**config.mk**
```make
export PLATFORM = sky130hd
export DESIGN_NAME = module_operand_capture
export DESIGN_NICKNAME = d
export VERILOG_FILES = /design/src/rtl/capture_pkg.sv /design/src/rtl/bcd_accumulator.sv /design/src/rtl/module_operand_capture.sv
export SDC_FILE = /design/constraint.sdc
export NUM_CORES = 1
export LEC_CHECK = 0
export ABC_AREA = 1
export BUFFER_PORTS_ARGS = -buffer_cell sky130_fd_sc_hd__buf_2
export CAP_MARGIN = 20
export CORE_ASPECT_RATIO = 1.4
export CORE_UTILIZATION = 60
export DETAILED_ROUTE_END_ITERATION = 10
export PLACE_DENSITY = 0.84
export SETUP_SLACK_MARGIN = 0.02
export SYNTH_ARGS = -nofsm -noshare
export SYNTH_HDL_FRONTEND = slang
export SYNTH_SLANG_ARGS = --single-unit
```
**constraint.sdc**
```tcl
create_clock -name clk -period 3.6 [get_ports clk]
set_input_delay 1.08 -clock clk [delete_from_list [all_inputs] [get_ports clk]]
set_output_delay 1.08 -clock clk [all_outputs]
set_load 0.01 [all_outputs]
```
**src/rtl/capture_pkg.sv**
```systemverilog
// Shared state encoding and arithmetic helpers for the BCD operand capture front end.
package capture_pkg;

    typedef enum logic [1:0] {
        S_OP1,
        S_OP2,
        S_VALID,
        S_ERR
    } state_t;

    localparam logic [3:0] MAX_BCD  = 4'd9;
    localparam int         HELPER_W = 32;

    function automatic logic [HELPER_W-1:0] mul10_add(input logic [HELPER_W-1:0] mag,
                                                      input logic [3:0]          d);
        return (mag << 3) + (mag << 1) + {{(HELPER_W-4){1'b0}}, d};
    endfunction

    // Negating zero gives zero, so a "-0" operand naturally comes out as 0.
    function automatic logic [HELPER_W-1:0] to_twos(input logic                sign,
                                                    input logic [HELPER_W-1:0] mag);
        return sign ? -mag : mag;
    endfunction

    function automatic longint pow10(input int n);
        longint p;
        p = 1;
        for (int i = 0; i < n; i++) p = p * 10;
        return p;
    endfunction

endpackage

```
**src/rtl/bcd_accumulator.sv**
```systemverilog
// Digit counter, running magnitude and sign latch shared by both operands.
module bcd_accumulator
    import capture_pkg::*;
#(
    parameter int NUM_DIGITS = 2,
    parameter int OUT_W      = 8
) (
    input  logic             clk,
    input  logic             rst,
    input  logic             i_accept,
    input  logic             i_clear,
    input  logic [3:0]       i_digit,
    input  logic             i_sign,
    output logic             o_last_digit,
    output logic             o_bad_digit,
    output logic [OUT_W-1:0] o_value_next
);

    localparam int MAG_W = OUT_W - 1;
    localparam int CNT_W = (NUM_DIGITS > 1) ? $clog2(NUM_DIGITS) : 1;
    localparam logic [CNT_W-1:0] LAST_IDX = CNT_W'(NUM_DIGITS - 1);

    logic [CNT_W-1:0]    r_count;
    logic [MAG_W-1:0]    r_mag;
    logic                r_sign;
    logic [HELPER_W-1:0] w_magNext;
    logic                w_first;
    logic                w_sign;

    // The first digit's sign must already apply when it is also the last digit.
    assign w_first      = (r_count == '0);
    assign w_sign       = w_first ? i_sign : r_sign;
    assign w_magNext    = mul10_add(HELPER_W'(r_mag), i_digit);
    assign o_last_digit = (r_count == LAST_IDX);
    assign o_bad_digit  = (i_digit > MAX_BCD);
    assign o_value_next = OUT_W'(to_twos(w_sign, w_magNext));

    always_ff @(posedge clk or posedge rst) begin
        if (rst) begin
            r_count <= '0;
            r_mag   <= '0;
            r_sign  <= 1'b0;
        end else if (i_clear) begin
            r_count <= '0;
            r_mag   <= '0;
            r_sign  <= 1'b0;
        end else if (i_accept) begin
            if (w_first) r_sign <= i_sign;
            if (o_bad_digit || o_last_digit) begin
                r_count <= '0;
                r_mag   <= '0;
            end else begin
                r_count <= r_count + CNT_W'(1);
                r_mag   <= MAG_W'(w_magNext);
            end
        end
    end

endmodule

```
**src/rtl/module_operand_capture.sv**
```systemverilog
// Assembles two signed BCD operands from a digit stream and hands them over with valid/ack.
module module_operand_capture
    import capture_pkg::*;
#(
    parameter int NUM_DIGITS = 2,
    parameter int OUT_W      = 8
) (
    input  logic             clk,
    input  logic             rst,
    input  logic             dat_ready,
    input  logic [3:0]       dato,
    input  logic             signo,
    input  logic             clear,
    input  logic             ack,
    output logic [OUT_W-1:0] numero1_o,
    output logic [OUT_W-1:0] numero2_o,
    output logic             valid,
    output logic             error_o,
    output logic             op_sel_o
);

    if (NUM_DIGITS < 1 || OUT_W > HELPER_W ||
        ((longint'(1) << (OUT_W - 1)) - 1) < (pow10(NUM_DIGITS) - 1)) begin : g_bad_config
        $error("module_operand_capture: OUT_W too small for NUM_DIGITS");
    end

    state_t           r_state;
    state_t           w_stateNext;
    logic             r_rdyQ;
    logic [OUT_W-1:0] r_num1;
    logic [OUT_W-1:0] r_num2;
    logic             w_edge;
    logic             w_accept;
    logic             w_last;
    logic             w_bad;
    logic             w_complete;
    logic [OUT_W-1:0] w_value;

    assign w_edge     = dat_ready & ~r_rdyQ;
    assign w_accept   = w_edge & ~clear & ((r_state == S_OP1) || (r_state == S_OP2));
    assign w_complete = w_accept & ~w_bad & w_last;
    assign numero1_o  = r_num1;
    assign numero2_o  = r_num2;

    bcd_accumulator #(
        .NUM_DIGITS (NUM_DIGITS),
        .OUT_W      (OUT_W)
    ) u_acc (
        .clk          (clk),
        .rst          (rst),
        .i_accept     (w_accept),
        .i_clear      (clear),
        .i_digit      (dato),
        .i_sign       (signo),
        .o_last_digit (w_last),
        .o_bad_digit  (w_bad),
        .o_value_next (w_value)
    );

    // rdy_q comes out of reset high so a strobe already high at release is not an edge.
    always_ff @(posedge clk or posedge rst) begin
        if (rst) begin
            r_state <= S_OP1;
            r_rdyQ  <= 1'b1;
        end else begin
            r_state <= w_stateNext;
            r_rdyQ  <= dat_ready;
        end
    end

    always_comb begin
        w_stateNext = r_state;
        if (clear) begin
            w_stateNext = S_OP1;
        end else begin
            case (r_state)
                S_OP1: begin
                    if (w_accept && w_bad)       w_stateNext = S_ERR;
                    else if (w_accept && w_last) w_stateNext = S_OP2;
                end
                S_OP2: begin
                    if (w_accept && w_bad)       w_stateNext = S_ERR;
                    else if (w_accept && w_last) w_stateNext = S_VALID;
                end
                S_VALID: begin
                    if (ack) w_stateNext = S_OP1;
                end
                S_ERR:   w_stateNext = S_ERR;
                default: w_stateNext = S_OP1;
            endcase
        end
        valid    = (r_state == S_VALID);
        error_o  = (r_state == S_ERR);
        op_sel_o = (r_state == S_OP2);
    end

    always_ff @(posedge clk or posedge rst) begin
        if (rst) begin
            r_num1 <= '0;
            r_num2 <= '0;
        end else if (clear) begin
            r_num1 <= '0;
            r_num2 <= '0;
        end else if (w_complete) begin
            if (r_state == S_OP1) r_num1 <= w_value;
            else                  r_num2 <= w_value;
        end
    end

endmodule

```
==> flow_summary.toml <==
[timing]
holdWs_ns = 0.490
maxSlewHeadroom_pct = 58.9
hold_violations = 0
drv_slew = 0
tns_ns = 0
setup_viol = 0
rsz0062_at_grt = "false"
fin_skew_ns = 0.00216
fin_ws_ns = 0.629
fmax_mhz = 337
fin_crit_ns = 2.97
max_slew.worst_pin.slew_ns = 0.617
timing.final.crit_share_pct = 82.5

[cells_and_area]
fin_nets = 287
fin_area_um2 = 1950
drive_above_1_share_pct = 18.6
finish.utilization_pct = 72.4
final_cell_mix = "nand2_1, inv_1, buf_2"
area_growth_pct = 11.7
fillers = 244
n_antenna_cell = 0
final_common_cell = "nand2_1"

[placed_design]
dp_worst_setup_slack_ns = 0.304
dpl_cell_area_um2 = 1900
portBuffers = 28
place_congestion = 0.849
dp_hpwl_um = 2880

[clock_network]
htreeDepth = 1
clockRootBuffer = "clkbuf_4"
clkTransAtPathRegs_ns = 0.14
ctsResizeCount = 0
cts_tree = "built"
cts_setup_buffers = 0
cts_sinks = 28
clk_latency_ns = 0.33
cts_hold_buf = 0
cts_made_buffers = 3
cts.path.max_buffers = 2

[synthesis]
syn_nets = 257
async_reset_ff_share_pct = 100
avgSynthCellArea_um2 = 7.48
ys_ff_latch = 28
synth_cell_type_count = 24
synthCells = 234
synthesis.area_um2 = 1750
yosysSeqAreaShare_pct = 40.1
synth_edf_count = 0
yosys_most_used_dff = "dfrtp_1"
ys_warn_count = 0

[critical_path]
cp-end-kind = "flop"
start_kind = "input pin"
worstPathArrival_ns = 3.21
required_ns = 3.84
criticalPathCategory = "in2reg"
critPathMaxFanout = 3

[routing]
antenna_left = 0
drt_wl_total_um = 3770
via_per_inst = 5.26
vias = 1573
wl_per_cell_um = 12.6
firstDrtPassIters = 4
drc_errors = 0
drt_iter0_drc = 26

[die]
initial_core_util_pct = 64.8
fp.coreArea_um2 = 2700
die_w_um = 47.6
die_h_um = 65.9
die_area_um2 = 3140
ios = 29
rows = 22

[global_route]
grt_remaining_overflow = 0
grt_pass1_wl_um = 5910
grt_pass1_vias = 1425
grt_max_degree = 29
antenna_found_initial = 0
grt_usage_pct = 26.3

[power]
powerDensity_nw_per_um2 = 376
power.static_leakage_uw = 0.00114
peakVddDrop_mv = 0.354

[worst_hold_path]
hold_path.class = "reg2reg"

[flow_run]
drv_cap = 0

[outcome]
status = "finished, final reports clean"
-- Yosys cell counts (2+ instances only) --
master | instances | area, um2
nand3_1 | 18 | 90.1
dfrtp_1 | 27 | 676
ha_1 | 11 | 138
fa_1 | 2 | 40.0
a21oi_1 | 6 | 30.0
buf_6 | 2 | 22.5
o22ai_1 | 5 | 31.3
nor2_1 | 13 | 48.8
nor3_1 | 4 | 20.0
inv_1 | 32 | 120
o21ai_2 | 5 | 43.8
nand2_1 | 79 | 297
nand2_2 | 2 | 12.5
inv_2 | 4 | 15.0
o21ai_0 | 12 | 60.1
nand4_1 | 3 | 18.8
a21oi_2 | 2 | 17.5
-- final timing paths --
check	cells after the start	slack, ns	to	from
setup / recovery	13	0.63	numero1_o[7]	dato[3]
hold / removal	2	0.49	numero2_o[4]	numero2_o[4]
setup reg to reg	12	1.07	numero1_o[7]	u_acc.r_mag[2]
hold reg to reg	2	0.49	numero2_o[4]	numero2_o[4]
max in group asynchronous	3	2.37	u_acc.r_mag[6]	rst
min in group asynchronous	2	0.75	numero1_o[1]	rst
-- metal layers --
metal	GRT usage, %	share of wire [%]	vias up	wire length, um
met4	10.8	1.7	0	64
met5	0	0	-	0
li1	-	-	803	-
met2	46.9	53	29	2000
met3	2.73	2.5	7	94
met1	30.4	43	734	1610
-- where the power goes --
part	total, uW	switching (uW)	internal (uW)
sequential	370	21.5	348
clock	153	91.0	62.0
combinational	213	138	75.1
total	735	250	485
-- metrics by stage --
stage / total power, uW / instances
2_1_floorplan: 518 / 234
3_3_place_gp: 576 / 294
3_5_place_dp: 584 / 294
4_1_cts: 734 / 298
5_1_grt: 782 / 299
6_report: 735 / 299
-- cell type report --
type | count | area [um2] | share of cell area, %
clock buffer | 4 | 36.3 | 1.86
inverter | 36 | 135 | 6.91
multi-input combinational | 166 | 881 | 45.1
sequential | 28 | 702 | 35.9
tap | 36 | 45.0 | 2.30
timing repair buffer | 29 | 155 | 7.94
-- flip-flops by register name, indices dropped and copies added (netlist names) --
signal              count
numero2_o               8
r_state                 2
u_acc.o_last_digit      1
u_acc.r_mag             7
r_rdyQ                  1
u_acc.r_sign            1
numero1_o               8
-- critical path, stage by stage --
cell and delay [ns]:
buf_2 0.08, inv_1 0.05, fa_1 0.54, inv_1 0.07, fa_1 0.53, nor2_1 0.16, nand3_1 0.08, nor2_1 0.20
nand3_1 0.14, nand2_1 0.08, nand2_1 0.07, nand4_1 0.09, nand2_1 0.06
-- cell families after synthesis --
logic type / after synthesis / synth area share [%]
DFF: 28 / 40.1
AOI/OAI and AO/OA: 31 / 10.9
xor gates and xnor gates: 1 / 0.501
and+or+nand+nor: 121 / 28.8
buffers and inverters: 40 / 9.51
adders and majority gates: 13 / 10.2
Power figures use the tool's default switching activity.
